===== config.mk =====
export PLATFORM = sky130hd
export DESIGN_NAME = multicycle_cpu
export DESIGN_NICKNAME = d
export VERILOG_FILES = /design/src/rtl/multicycle_cpu.sv
export SDC_FILE = /design/constraint.sdc
export NUM_CORES = 2
export LEC_CHECK = 0
export CORE_UTILIZATION = 53
export CTS_CLUSTER_DIAMETER = 60
export CTS_CLUSTER_SIZE = 8
export DETAILED_ROUTE_END_ITERATION = 8
export PLACE_DENSITY_LB_ADDON = 0.08
export SYNTH_ARGS = -nofsm -noshare
export SYNTH_HDL_FRONTEND = slang
export SYNTH_SLANG_ARGS = --single-unit

===== constraint.sdc =====
create_clock -name clk -period 4.9 [get_ports clk]
set_input_delay 1.225 -clock clk [delete_from_list [all_inputs] [get_ports clk]]
set_output_delay 1.225 -clock clk [all_outputs]
set_load 0.02 [all_outputs]

===== src/rtl/multicycle_cpu.sv =====
// Multicycle MIPS-subset CPU: each instruction steps through FETCH/DECODE/EXECUTE/MEM/WB.
// Instruction and data ports use a req/ready handshake held stable until ready.
module multicycle_cpu #(
    parameter int                DATA_W   = 32,
    parameter int                NREG     = 32,
    parameter logic [DATA_W-1:0] RESET_PC = '0
) (
    input  logic              clk,
    input  logic              nreset,
    output logic              imem_req,
    output logic [DATA_W-1:0] imem_addr,
    input  logic              imem_ready,
    input  logic [31:0]       imem_rdata,
    output logic              dmem_req,
    output logic              dmem_we,
    output logic [DATA_W-1:0] dmem_addr,
    output logic [DATA_W-1:0] dmem_wdata,
    input  logic              dmem_ready,
    input  logic [DATA_W-1:0] dmem_rdata,
    output logic [DATA_W-1:0] pc,
    output logic [2:0]        state,
    output logic              retired,
    output logic              halted,
    output logic              illegal
);

    localparam int                RW      = (NREG > 1) ? $clog2(NREG) : 1;
    localparam logic [DATA_W-1:0] PC_STEP = DATA_W'(4);

    localparam logic [5:0] OP_RTYPE = 6'b000000;
    localparam logic [5:0] OP_ADDI  = 6'b001000;
    localparam logic [5:0] OP_LW    = 6'b100011;
    localparam logic [5:0] OP_SW    = 6'b101011;
    localparam logic [5:0] OP_BEQ   = 6'b000100;
    localparam logic [5:0] OP_J     = 6'b000010;
    localparam logic [5:0] OP_HALT  = 6'b111111;
    localparam logic [5:0] F_ADD    = 6'b100000;
    localparam logic [5:0] F_SUB    = 6'b100010;
    localparam logic [5:0] F_AND    = 6'b100100;
    localparam logic [5:0] F_OR     = 6'b100101;
    localparam logic [5:0] F_SLT    = 6'b101010;

    typedef enum logic [2:0] {
        S_FETCH   = 3'd0,
        S_DECODE  = 3'd1,
        S_EXECUTE = 3'd2,
        S_MEM     = 3'd3,
        S_WB      = 3'd4,
        S_HALT    = 3'd5
    } state_t;

    state_t            r_state;
    logic [DATA_W-1:0] r_pc;
    logic [31:0]       r_ir;
    logic [DATA_W-1:0] r_a;
    logic [DATA_W-1:0] r_b;
    logic [DATA_W-1:0] r_imm;
    logic [DATA_W-1:0] r_alu;
    logic [DATA_W-1:0] r_mdr;
    logic              r_retired;
    logic              r_halted;
    logic              r_illegal;
    logic [DATA_W-1:0] r_regs [NREG];

    logic [5:0]        w_op;
    logic [5:0]        w_funct;
    logic [RW-1:0]     w_rs;
    logic [RW-1:0]     w_rt;
    logic [RW-1:0]     w_rd;
    logic [RW-1:0]     w_dest;
    logic [DATA_W-1:0] w_imm;
    logic [DATA_W-1:0] w_pc4;
    logic [DATA_W-1:0] w_alu;
    logic              w_legal;

    assign w_op    = r_ir[31:26];
    assign w_funct = r_ir[5:0];
    assign w_rs    = r_ir[21 +: RW];
    assign w_rt    = r_ir[16 +: RW];
    assign w_rd    = r_ir[11 +: RW];
    assign w_dest  = (w_op == OP_RTYPE) ? w_rd : w_rt;
    assign w_imm   = {{(DATA_W-16){r_ir[15]}}, r_ir[15:0]};
    assign w_pc4   = r_pc + PC_STEP;

    always_comb begin
        // NOTE: default assignment first so every path drives w_legal and no latch is inferred.
        w_legal = 1'b0;
        case (w_op)
            OP_RTYPE: w_legal = (w_funct == F_ADD) || (w_funct == F_SUB) || (w_funct == F_AND) ||
                                (w_funct == F_OR)  || (w_funct == F_SLT);
            OP_ADDI, OP_LW, OP_SW, OP_BEQ, OP_J, OP_HALT: w_legal = 1'b1;
            default:  w_legal = 1'b0;
        endcase
    end

    always_comb begin
        w_alu = r_a + r_imm;
        if (w_op == OP_RTYPE) begin
            case (w_funct)
                F_SUB:   w_alu = r_a - r_b;
                F_AND:   w_alu = r_a & r_b;
                F_OR:    w_alu = r_a | r_b;
                F_SLT:   w_alu = {{(DATA_W-1){1'b0}}, ($signed(r_a) < $signed(r_b))};
                default: w_alu = r_a + r_b;
            endcase
        end
    end

    // Requests drop combinationally while reset is held so no transfer can start or complete.
    assign imem_req   = (r_state == S_FETCH) && !nreset;
    assign imem_addr  = r_pc;
    assign dmem_req   = (r_state == S_MEM) && !nreset;
    assign dmem_we    = (r_state == S_MEM) && (w_op == OP_SW);
    assign dmem_addr  = r_alu;
    assign dmem_wdata = r_b;
    assign pc         = r_pc;
    assign state      = r_state;
    assign retired    = r_retired;
    assign halted     = r_halted;
    assign illegal    = r_illegal;

    always_ff @(posedge clk) begin
        if (nreset) begin
            r_state   <= S_FETCH;
            r_pc      <= RESET_PC;
            r_ir      <= '0;
            r_a       <= '0;
            r_b       <= '0;
            r_imm     <= '0;
            r_alu     <= '0;
            r_mdr     <= '0;
            r_retired <= 1'b0;
            r_halted  <= 1'b0;
            r_illegal <= 1'b0;
            // NOTE: the register file is cleared on reset, which keeps it in flops rather than a RAM macro.
            for (int i = 0; i < NREG; i++) r_regs[i] <= '0;
        end else begin
            r_retired <= 1'b0;
            case (r_state)
                S_FETCH: begin
                    if (imem_ready) begin
                        r_ir    <= imem_rdata;
                        r_state <= S_DECODE;
                    end
                end
                S_DECODE: begin
                    r_a   <= r_regs[w_rs];
                    r_b   <= r_regs[w_rt];
                    r_imm <= w_imm;
                    if (w_legal) begin
                        r_state <= S_EXECUTE;
                    end else begin
                        r_state   <= S_HALT;
                        r_halted  <= 1'b1;
                        r_illegal <= 1'b1;
                    end
                end
                S_EXECUTE: begin
                    case (w_op)
                        OP_BEQ: begin
                            r_pc      <= (r_a == r_b) ? w_pc4 + (r_imm << 2) : w_pc4;
                            r_retired <= 1'b1;
                            r_state   <= S_FETCH;
                        end
                        OP_J: begin
                            r_pc      <= {w_pc4[DATA_W-1:28], r_ir[25:0], 2'b00};
                            r_retired <= 1'b1;
                            r_state   <= S_FETCH;
                        end
                        OP_HALT: begin
                            r_state  <= S_HALT;
                            r_halted <= 1'b1;
                        end
                        OP_LW, OP_SW: begin
                            r_alu   <= w_alu;
                            r_state <= S_MEM;
                        end
                        default: begin
                            r_alu   <= w_alu;
                            r_state <= S_WB;
                        end
                    endcase
                end
                S_MEM: begin
                    if (dmem_ready) begin
                        if (w_op == OP_SW) begin
                            r_pc      <= w_pc4;
                            r_retired <= 1'b1;
                            r_state   <= S_FETCH;
                        end else begin
                            r_mdr   <= dmem_rdata;
                            r_state <= S_WB;
                        end
                    end
                end
                S_WB: begin
                    if (w_dest != '0) r_regs[w_dest] <= (w_op == OP_LW) ? r_mdr : r_alu;
                    r_pc      <= w_pc4;
                    r_retired <= 1'b1;
                    r_state   <= S_FETCH;
                end
                S_HALT: r_state <= S_HALT;
                default: r_state <= S_FETCH;
            endcase
        end
    end

endmodule


# Word-level counts from Yosys, hierarchy flattened

Memory sizes are Yosys's and may differ from the RTL's. A register that Yosys moved wholly into a read port is not among the register bits.
Cells that the tools add are included.

Magnitude comparators: 1
Muxes and demuxes: 32
Bitwise operators: 5
Equal/unequal tests: 23
Reductions and logical operators: 25
$add $sub $neg: 5

Operator list:

| cell                  | number |
|---|---|
| $mux 32               | 6 |
| $pmux 32 s4           | 1 |
| $add 32x32->32        | 3 |
| $pmux 32 s3           | 1 |
| $pmux 32 s2           | 1 |
| $eq 6x6->1 const B    | 8 |
| $add 32x3->32 const B | 1 |
| $and 32x32->32        | 1 |
| $eq 32x32->1          | 1 |
| $lt 32x32->1          | 1 |
| $or 32x32->32         | 1 |
| $reduce_or 32->1      | 1 |
| $sub 32x32->32        | 1 |
| $pmux 3 s5            | 1 |
| $mux 1                | 12 |
| $mux 3                | 4 |
| $mux 5                | 2 |
| $pmux 3 s3            | 1 |
| $ne 2x2->1 const B    | 4 |
| $reduce_and 2->1      | 4 |
| $eq 3x2->1 const B    | 2 |
| $eq 3x3->1 const B    | 2 |
| $eq 6x2->1 const B    | 1 |
| $eq 6x3->1 const B    | 1 |
| other kinds (20)      | 30 |

Bits in registers: 150
Memories kept: 1
Output and inout bits: 137
Memory bits (writable): 1024

Memory list:

| memory | words | bits a word | read ports | clocked after Yosys merged registers in | write ports | line | RTL |
|---|---|---|---|---|---|---|---|
| r_regs | 32    | 32          | 2          | 2                                       | 32          | 63   | `logic [DATA_W-1:0] r_regs [NREG];` |

# Logic depth before layout (Yosys ltp)

Depth in word-level cells: 9
Mapped depth: 17

# Worst setup path before layout

OpenSTA, ideal clock, no wires.

Path kind: register to register
Start point: register r_pc[4], in the netlist imem_addr[4]
End point: register r_pc[31], in the netlist imem_addr[31]
Clock period less this slack: 3.677 ns
Setup slack: 1.223 ns
Data required time: 4.772 ns
Setup time: 0.128 ns
Arrival time: 3.549 ns
Cell stages (with the launch flop): 16
Cell sequence: dfxtp_1 and4_1 and3_1 nand3_1 xnor2_1 ha_1 and3_1 nand3_1 or3b_2 a2111oi_2 o31a_1 o21a_1 o211ai_2 mux2i_1 xor2_1 nor2_1

Word-level cells in the longest chain between the ends: 5
Elaborated cells between the ends (all ways): 7

Ends and longest elaborated chain:

| item                   | line | RTL |
|---|---|---|
| from (decl)            | 53   | `logic [DATA_W-1:0] r_pc;` |
| from (signal assigned) | 161  | `r_pc <= (r_a == r_b) ? w_pc4 + (r_imm << 2) : w_pc4;` |
| from (signal assigned) | 166  | `r_pc <= {w_pc4[DATA_W-1:28], r_ir[25:0], 2'b00};` |
| from (signal assigned) | 187  | `r_pc <= w_pc4;` |
| $add 32x3->32 (*)      | 83   | `assign w_pc4 = r_pc + PC_STEP;` |
| $add 32x32->32         | 161  |  |
| $mux 32                | 161  |  |
| $pmux 32 s2            | 159  | `case (w_op)` |
| $pmux 32 s3 (*)        | 139  | `case (r_state)` |

Mark *: on every way between the ends. The rest lies on a longest branch, timed or not. The select of a mux whose other input is x is not followed.
A chain may end at the register's enable or synchronous reset.

# Worst setup path in the final report

Start point: register r_pc[8], in the netlist imem_addr[8]
End point: register r_pc[29], in the netlist imem_addr[29]

The elaborated chain is that of the path after synthesis.

==> results.json <==
{
  "grt_max_degree": 77,
  "ctsRootBufferMaster": "clkbuf_16",
  "wl_per_cell_um": 32.1,
  "grt_first_pass_wirelength_mm": 339,
  "slew_violations": 0,
  "power_leakage_nw": 25.9,
  "dr_wl_met3_mm": 26.7,
  "async_flop_share_pct": 0,
  "synth_area_um2": 68800,
  "hold_viol_final": 0,
  "grt_pass1_vias": 48600,
  "hpwlAfterDp_mm": 152,
  "fin_crit_sh_pct": 88.4,
  "cts_hold_buf": 0,
  "fmax_mhz": 231,
  "ant_nets": 0,
  "synth_warnings": 0,
  "start_util_pct": 53.7,
  "crit_fanout": 8,
  "synth_cells": 5478,
  "cts_max_level": 4,
  "synth_edf_count": 1024,
  "drt_iter0_markers": 6900,
  "worst_ep_required_time_ns": 5.61,
  "drc": 0,
  "synth_area_leaders": "edfxtp_1, mux4_2, nor2_1",
  "whs_ns": 0.482,
  "die_w_um": 362,
  "gp_congestion": 0.931,
  "antenna_found_initial": 11,
  "place_ws_ns": 0.678,
  "crit_type": "reg -> reg",
  "path_clk_slew_ns": 0.05,
  "clockBufferDepth": 3,
  "coreArea_um2": 128000,
  "max_stage_delay_ns": 0.50,
  "m1WireLength_mm": 88.7,
  "path_buf_inv": 1,
  "io_buffers": 200,
  "worst_pin_slew_ns": 1.29,
  "cpMostUsedCell": "nand3_1",
  "synth_ff_type": "edfxtp_1",
  "final.setup.worst_slack_ns": 0.570,
  "cts.sinks": 1236,
  "endpoint_kind": "register",
  "fin_crit_ns": 4.33,
  "rsz0062_at_grt": "false",
  "vias_per_cell": 6.78,
  "avgSynthCellArea_um2": 12.6,
  "grt.total_usage_pct": 36.0,
  "wl_met2_mm": 111,
  "fin_skew_ns": 0.0452,
  "final-setup-viol-count": 0,
  "syn_to_final_growth_pct": 14.0,
  "die_h_um": 362,
  "status": "complete, no violations",
  "cap_viol_max_count": 0,
  "numCtsBuffers": 178,
  "clock_latency_ns": 0.82,
  "post_cts_resized": 0,
  "fp.dieArea_um2": 131000,
  "power_density_nw_per_um2": 422,
  "irDropWorstVdd_mv": 0.316,
  "fin_tns_setup_ns": 0,
  "cts_tree": "yes",
  "fin_cells": 7338,
  "synth_seq_cells": 1236,
  "cts_setup_buffers": 0,
  "top_layer_used": "met5",
  "n_fill_cell": 10100,
  "timing.slew.headroom_pct": 11.8,
  "yosysUniqueCellTypes": 91,
  "nets": 5786,
  "totalWireLength_mm": 236,
  "hold_path_class": "reg -> reg",
  "worstPathCellList": "and4_1 -> nand3_1 -> inv_1 -> nand3_1 -> xnor2_1 -> ha_1 -> and3_1 -> nand3_1 -> or3b_2 -> a2111oi_2 -> nor2_1 -> a31oi_1 -> a221oi_1 -> xnor2_1 -> nand3_1 -> a21oi_1",
  "crit_family": "simple AND/OR/NAND/NOR gates",
  "drt-pass1-iter-count": 6,
  "critPathLaunchType": "register",
  "crit_slowest_cell": "or3b_2",
  "placed_cells": 7099,
  "grt_overflow": 0,
  "io_pins": 205,
  "yosysTopAreaCell": "edfxtp_1",
  "synth_top_area_share_pct": 44.7,
  "rows": 131,
  "yosysSeqAreaShare_pct": 50.9,
  "vias": 49800,
  "drive_gt1_share_pct": 21.2,
  "arrival_ns": 5.04
}
-- worst register-to-register path, cell delays in order (launching register included) --
cell	delay (ns)
dfxtp_1	0.47
and4_1	0.29
nand3_1	0.19
inv_1	0.14
nand3_1	0.17
xnor2_1	0.20
ha_1	0.43
and3_1	0.23
nand3_1	0.08
or3b_2	0.50
a2111oi_2	0.43
nor2_1	0.15
a31oi_1	0.35
a221oi_1	0.19
xnor2_1	0.17
nand3_1	0.09
a21oi_1	0.16
-- cell usage in the layout, fill, tap and decap left out, types with 18 or more instances in the layout --
cell type and count:
a211oi_1 97, a21o_1 59, a21oi_1 234, a221o_1 20, a31oi_1 24, and2_1 19, buf_12 35, buf_4 158
clkbuf_1 32, clkbuf_16 183, clkdlybuf4s50_1 199, conb_1 36, dfxtp_1 200, edfxtp_1 1024, ha_1 164, inv_1 117
mux2i_1 77, mux2i_4 31, mux4_2 640, nand2_1 277, nand2_2 29, nand2b_1 23, nand2b_2 31, nand3_1 48
nand4_1 20, nor2_1 1236, nor3_1 62, o211ai_1 31, o21ai_0 79, o21bai_1 18, o221ai_1 23, o22ai_1 20
xnor2_1 59, xor2_1 25
-- state kept, by name (all words and copies together) (netlist names), 3 cells and up --
register / flops
r_ir: 32
dmem_addr: 32
r_regs: 1024
r_mdr: 32
r_imm: 16
r_a: 32
imem_addr: 30
dmem_wdata: 32
state: 3
-- area by class of cell --
cell class              count  area, um^2  share of cell area [%]
clock buffers             218        4740                    6.04
diodes                      3        7.51                 0.00957
multi-input cells        3624       31800                    40.6
clock inverters            18         337                   0.429
well taps                1729        2160                    2.76
repair buffers            393        3890                    4.96
flip-flops and latches   1236       35000                    44.7
inverters                 117         439                   0.560
-- report_power, final --
group          total [mW]  internal [mW]  switching (mW)
clock network        11.5           6.86            4.62
logic                8.87           3.53            5.35
registers            12.7           11.9           0.789
total                33.1           22.3            10.8
-- final timing paths --
kind	from	to	slack [ns]	cells after the start
setup / recovery	imem_addr[8]	imem_addr[29]	0.57	16
hold / removal	r_ir[7]	r_imm[7]	0.48	2
setup reg to reg	imem_addr[8]	imem_addr[29]	0.57	16
hold reg to reg	r_ir[7]	r_imm[7]	0.48	2
-- cell families after synthesis --
| kind of cell | synth area share, % |
|---|---|
| muxes | 22.5 |
| DFF | 50.9 |
| other | 0.00545 |
| adders and majority gates | 3.10 |
| xor gates and xnor gates | 1.07 |
| AOI/OAI and AO/OA | 7.14 |
| buffers and inverters | 3.94 |
| and+or+nand+nor | 11.3 |
-- metrics by stage --
stage / area, um^2 / power (mW) / util (%)
global route: 78400 / 34.1 / 61.2
global placement: 73300 / 21.5 / 57.2
detailed placement: 73300 / 21.6 / 57.2
floorplan: 68900 / 18.3 / -
finish: 78400 / 33.1 / 61.2
CTS: 78400 / 33.0 / 61.2
-- cells in the mapped netlist (9+ instances only) --
cell	count
nor2_1	1239
edfxtp_1	1024
mux4_2	640
clkbuf_1	346
nand2_1	306
a21oi_1	234
dfxtp_1	212
ha_1	164
inv_1	117
mux2i_1	109
buf_2	102
a211oi_1	98
o21ai_0	79
nor3_1	63
a21o_1	59
xnor2_1	59
nand2b_1	54
buf_1	53
nand3_1	48
buf_4	35
o211ai_1	31
xor2_1	25
a31oi_1	24
o221ai_1	23
a221o_1	20
nand4_1	20
o22ai_1	20
and2_1	19
o21bai_1	18
a221oi_1	15
or3_1	15
nor2b_1	14
nor4_1	12
or4_1	12
and3_1	10
o31ai_1	10
o21a_1	9
-- per-layer routing --
| metal | vias to the layer above | GRT usage (%) |
|---|---|---|
| li1 | 20700 | - |
| met4 | 10 | 13.0 |
| met2 | 3149 | 57.0 |
| met3 | 564 | 8.29 |
| met1 | 25300 | 48.8 |
| met5 | - | 0 |
Note: power is estimated with default switching activity, not from simulation.
